===== src/rtl/dm_arbiter.sv =====
// rtl/dm_arbiter.sv - CPU/DMA arbiter for the single-port data memory
// Optional macro DM_ARB_STATS_EN adds per-owner ack counters with stat_clr.
module dm_arbiter #(
  parameter int AW          = 32,
  parameter int DW          = 32,
  parameter int DEPTH_WORDS = 1024,
  parameter int MAX_DMA_RUN = 4
) (
  input  logic          clk,
  input  logic          rst,
  input  logic          cpu_req,
  input  logic          cpu_we,
  input  logic [AW-1:0] cpu_addr,
  input  logic [DW-1:0] cpu_wdata,
  output logic [DW-1:0] cpu_rdata,
  output logic          cpu_ack,
  output logic          cpu_err,
  output logic          cpu_stall,
  input  logic          dma_req,
  input  logic          dma_we,
  input  logic [AW-1:0] dma_addr,
  input  logic [DW-1:0] dma_wdata,
  output logic [DW-1:0] dma_rdata,
  output logic          dma_ack,
  output logic          dma_err,
  output logic          mem_cs,
  output logic          mem_r,
  output logic          mem_w,
  output logic [AW-1:0] mem_addr,
  output logic [DW-1:0] mem_wdata,
  input  logic [DW-1:0] mem_rdata
`ifdef DM_ARB_STATS_EN
  ,
  input  logic          stat_clr,
  output logic [15:0]   cpu_cnt,
  output logic [15:0]   dma_cnt
`endif
);

  localparam int RW = $clog2(MAX_DMA_RUN + 1);
  localparam logic [RW-1:0] RUN_MAX = RW'(MAX_DMA_RUN);
  localparam logic [AW-1:0] DEPTH_LIM = AW'(DEPTH_WORDS);
  localparam logic OWN_CPU = 1'b0;
  localparam logic OWN_DMA = 1'b1;

  typedef enum logic [1:0] {IDLE, GRANT, ACK} state_t;

  state_t         state, state_nxt;
  logic           owner, last_owner, pick, take;
  logic [RW-1:0]  dma_run;
  logic           lat_we, lat_err;
  logic [AW-1:0]  lat_addr;
  logic [DW-1:0]  lat_wdata;
  logic           sel_we, sel_err, granted;
  logic [AW-1:0]  sel_addr;
  logic [DW-1:0]  sel_wdata;

  function automatic logic addr_bad(input logic [AW-1:0] a);
    return (a[1:0] != 2'b00) || ({2'b00, a[AW-1:2]} >= DEPTH_LIM);
  endfunction

  always_comb begin
    state_nxt = state;
    take      = 1'b0;
    pick      = OWN_CPU;
    case (state)
      IDLE: begin
        if (cpu_req || dma_req) begin
          take      = 1'b1;
          state_nxt = GRANT;
          // Tie: alternate owners, but a saturated DMA run hands the slot to the CPU.
          if (cpu_req && dma_req)
            pick = (dma_run == RUN_MAX) ? OWN_CPU : ~last_owner;
          else
            pick = dma_req ? OWN_DMA : OWN_CPU;
        end
      end
      GRANT:   state_nxt = ACK;
      ACK:     state_nxt = IDLE;
      default: state_nxt = IDLE;
    endcase
  end

  assign sel_we    = (pick == OWN_DMA) ? dma_we    : cpu_we;
  assign sel_addr  = (pick == OWN_DMA) ? dma_addr  : cpu_addr;
  assign sel_wdata = (pick == OWN_DMA) ? dma_wdata : cpu_wdata;
  assign sel_err   = addr_bad(sel_addr);

  assign granted   = (state == GRANT) && !lat_err;
  assign mem_cs    = granted;
  assign mem_r     = granted && !lat_we;
  assign mem_w     = granted && lat_we;
  assign mem_addr  = granted ? lat_addr  : '0;
  assign mem_wdata = granted ? lat_wdata : '0;

  assign cpu_ack   = (state == ACK) && (owner == OWN_CPU);
  assign dma_ack   = (state == ACK) && (owner == OWN_DMA);
  assign cpu_err   = cpu_ack && lat_err;
  assign dma_err   = dma_ack && lat_err;
  assign cpu_stall = cpu_req && !cpu_ack;

  always_ff @(posedge clk or negedge rst) begin
    if (!rst) begin
      state      <= IDLE;
      owner      <= OWN_CPU;
      last_owner <= OWN_DMA;
      dma_run    <= '0;
      lat_we     <= 1'b0;
      lat_err    <= 1'b0;
      lat_addr   <= '0;
      lat_wdata  <= '0;
      cpu_rdata  <= '0;
      dma_rdata  <= '0;
    end else begin
      state <= state_nxt;
      if (take) begin
        owner     <= pick;
        lat_we    <= sel_we;
        lat_addr  <= sel_addr;
        lat_wdata <= sel_wdata;
        lat_err   <= sel_err;
      end
      if (state == GRANT) begin
        if (lat_err) begin
          if (owner == OWN_DMA) dma_rdata <= '0;
          else                  cpu_rdata <= '0;
        end else if (!lat_we) begin
          if (owner == OWN_DMA) dma_rdata <= mem_rdata;
          else                  cpu_rdata <= mem_rdata;
        end
      end
      if (state == ACK) begin
        last_owner <= owner;
        if (owner == OWN_DMA)
          dma_run <= (dma_run == RUN_MAX) ? RUN_MAX : dma_run + RW'(1);
        else
          dma_run <= '0;
      end
    end
  end

`ifdef DM_ARB_STATS_EN
  always_ff @(posedge clk or negedge rst) begin
    if (!rst) begin
      cpu_cnt <= '0;
      dma_cnt <= '0;
    end else if (stat_clr) begin
      cpu_cnt <= '0;
      dma_cnt <= '0;
    end else begin
      if (cpu_ack && cpu_cnt != 16'hFFFF) cpu_cnt <= cpu_cnt + 16'd1;
      if (dma_ack && dma_cnt != 16'hFFFF) dma_cnt <= dma_cnt + 16'd1;
    end
  end
`endif

endmodule

===== config.mk =====
export PLATFORM = sky130hd
export DESIGN_NAME = dm_arbiter
export DESIGN_NICKNAME = d
export VERILOG_FILES = /design/src/rtl/dm_arbiter.sv
export SDC_FILE = /design/constraint.sdc
export NUM_CORES = 1
export LEC_CHECK = 0
export CAP_MARGIN = 20
export CORE_MARGIN = 1
export CORE_UTILIZATION = 39
export CTS_BUF_LIST = sky130_fd_sc_hd__clkbuf_4
export DETAILED_ROUTE_END_ITERATION = 7
export GPL_ROUTABILITY_DRIVEN = 0
export PLACE_DENSITY = 0.89
export SLEW_MARGIN = 30
export SYNTH_ARGS = -nofsm -noshare
export SYNTH_HDL_FRONTEND = slang
export SYNTH_SLANG_ARGS = --single-unit

===== constraint.sdc =====
create_clock -name clk -period 1.83 [get_ports clk]
set_clock_uncertainty 0.15 [all_clocks]
set_input_delay 0.366 -clock clk [delete_from_list [all_inputs] [get_ports clk]]
set_output_delay 0.366 -clock clk [all_outputs]
set_load 0.005 [all_outputs]

==> impl_metrics.csv <==
group,metric,value,unit
outcome,status,"finished with violations",
outcome,violations,"negative setup slack",
sta,worstMarginPinSlew,400,ps
logic_synthesis,netlist_area,6580,µm²
global_route,gr-total-overflow,0,
logic_synthesis,syn_nets,758,
critical_path,crit_chain,"and2b_4, and2b_4, clkbuf_16, buf_12, buf_6, and2_4, buf_6",
clocking,cts_buffer_depth,2,
min_path,hp-class,"in2async",
sta,setup_slack,-734,ps
critical_path,cp.arrival,2050,ps
global_route,grt_max_degree,66,
pwr,p_leak,5.91,nW
global_route,grt_antenna_before_repair,1,
logic_synthesis,ys_seq_area_share,52.1,%
logic_synthesis,synth_top_area_share,51.7,%
clocking,numClockSinks,137,
clocking,cts_root_buf,"clkbuf_4",
critical_path,cp.depth,7,
clocking,htree_levels,4,
floorplanning,rows,47,
logic_synthesis,ys_warn_count,0,
drt,via_per_inst,5.02,
critical_path,critPathLaunchType,"register",
drt,drtIter0Drc,166,
cells_and_area,final_common_cell,"clkdlybuf4s50_1",
drt,antenna_left,0,
critical_path,cp-end-kind,"primary output",
critical_path,critPathKind,"reg2out",
cells_and_area,layout_common_cells,"clkdlybuf4s50_1 (164), dfrtp_1 (136), buf_6 (76)",
drt,drt_wl_total,22400,µm
sta,fin_crit_sh,140,%
clocking,clk_latency,530,ps
critical_path,crit_path_top_delay_cell,"dfrtp_1",
global_route,grt_pass1_wl,31800,µm
drt,drc_errors,0,
floorplanning,die_h,132,µm
logic_synthesis,ys_ff_latch,137,
global_route,track_usage,23.6,%
placement,dp_hpwl,14400,µm
critical_path,cp.buffers_inverters,4,
sta,rsz0062_at_grt,"yes",
pwr,p_per_area,1010,nW/µm²
cells_and_area,fin_util,70.4,%
cells_and_area,syn_to_final_growth,76.8,%
cells_and_area,nFillCells,1130,
pwr,ir_drop,0.587,mV
sta,setup_violations,149,
floorplanning,num_io_pins,302,
logic_synthesis,synth_area_leaders,"dfrtp_1 (52%), mux2i_1 (9.7%), and2_1 (6.4%)",
drt,avgRoutedWirePerCell,18.5,µm
drt,drt_pass1_iterations,4,
critical_path,slowest_delay,390,ps
drt,vias,6085,
floorplanning,start_util,39.8,%
cells_and_area,nNetsFinal,1146,
floorplanning,placeableCoreArea,16500,µm²
flow_run,drv_cap,0,
cells_and_area,final_layout_size_suffix_gt1_share,34.5,%
clocking,cts_tree,"yes",
sta,relSlewSlack,73.3,%
logic_synthesis,synth_cells,590,
cells_and_area,multi_input_area,3260,µm²
critical_path,crit_path_start,"state[1]$_DFFE_PN0P_",
logic_synthesis,yosys.area.top_type,"dfrtp_1",
logic_synthesis,avgSynthCellArea,11.2,µm²
critical_path,r2r-start,"dma_run[1]$_DFFE_PN0N_",
floorplanning,die_w,132,µm
clocking,cts_buffers,17,
cells_and_area,seqCellArea,3430,µm²
sta,finalHoldViolCount,0,
sta,drv_slew,0,
floorplanning,die_area,17400,µm²
placement,place_ws,-375,ps
critical_path,crit_family,"simple AND/OR/NAND/NOR gates",
critical_path,worstPathMaxFanout,8,
critical_path,ff2ff_path_depth,9,
placement,dp_cells,1120,
global_route,grt_pass1_vias,6091,
cells_and_area,final_cells,1212,
clocking,clkTransAtPathRegs,130,ps
sta,fmax,390,MHz
logic_synthesis,ys_types,39,
sta,min_period,2560,ps
placement,portBuffers,301,
critical_path,required,1310,ps
==> routing by layer <==
metal  wire length (µm)  global-route usage [%]  part of all wire (%)  vias up
met1               8640                    27.3                    38     2974
li1                   -                       -                     -     2793
met5                  0                       0                     0        -
met4                728                    8.91                   3.2        0
met3               1330                    5.34                   5.9       46
met2              11700                    42.5                    52      272
==> final cells by class <==
cell class | count | area share [%]
inverter | 7 | 0.226
tap | 220 | 2.37
clock buffer | 17 | 1.10
multi-input combinational | 406 | 28.0
clock inverter | 15 | 1.12
sequential | 137 | 29.5
antenna | 1 | 0.0215
timing repair buffer | 409 | 37.7
==> state kept, by name (all words and copies together) (netlist names) <==
signal and cells:
cpu_rdata 32, dma_rdata 32, dma_run 3, last_owner 1, lat_addr 32, lat_err 1
lat_wdata 32, lat_we 1, owner 1, state 2
==> what timing repair did <==
action,in CTS,in global routing
setup buffers,19,31
endpoints found under the setup margin,196,170
endpoints found under the hold margin,136,0
pin swaps,15,37
cloned,5,10
gates resized for setup,237,266
hold buffers,1,0
==> cells in the mapped netlist <==
cell type / n
nor2_4: 1
mux2i_1: 64
nor3_1: 1
o21ai_1: 57
buf_8: 1
buf_12: 1
and2_1: 67
nor2_2: 1
o211ai_4: 1
nand3_1: 2
mux2_1: 31
inv_1: 6
nand2b_1: 1
mux2_2: 33
buf_6: 6
clkbuf_1: 13
buf_4: 4
buf_1: 3
and2b_4: 1
a211o_1: 1
buf_2: 12
and2b_1: 1
o211ai_2: 1
ha_1: 2
nor4_1: 11
nor2_1: 6
inv_2: 1
nor2b_1: 33
and3_1: 1
nand3b_1: 1
dfrtp_1: 136
a211oi_1: 1
dfstp_2: 1
o221ai_1: 1
o21ai_2: 2
o21ai_0: 9
a21oi_1: 3
nand2_1: 71
nand4_1: 2
==> through the flow <==
step                      instance area, µm²  hold slack, ps  setup TNS [ps]  power (W)
after floorplan                         6580           -79.6               0    0.00665
after global placement                 10100             158          -36210    0.00821
after detailed placement               10100             156          -39610    0.00834
after CTS                              10800             106          -74940     0.0111
after global routing                   11600             119          -60860     0.0124
final                                  11600             149          -47740     0.0117
==> final timing paths <==
check	end	slack, ps
worst min register to register	last_owner$_DFFE_PN1N_	340
worst min-delay path	dma_rdata[27]$_DFFE_PN0P_	150
worst max register to register	lat_wdata[2]$_DFFE_PN0P_	-150
min in group clk	lat_wdata[24]$_DFFE_PN0P_	290
max in group asynchronous	last_owner$_DFFE_PN1N_	810
worst max-delay path	mem_addr[25]	-730
==> where the power goes <==
part	leakage (nW)	total (W)	internal, W	switching, W
Sequential	1.79	0.00438	0.00384	0.000543
Combinational	3.99	0.00547	0.00300	0.00247
Clock	0.127	0.00186	0.000584	0.00127
==> kinds of logic after synthesis <==
family	after synthesis	share of synthesized area, %
AO/OA/AOI/OAI	76	6.41
adder cells (fa/ha/maj)	2	0.380
buffers and inverters	47	4.24
flip-flops	137	52.1
multiplexers	128	20.7
AND/OR/NAND/NOR	200	16.2
No activity file was read; power rests on OpenSTA's default activity.
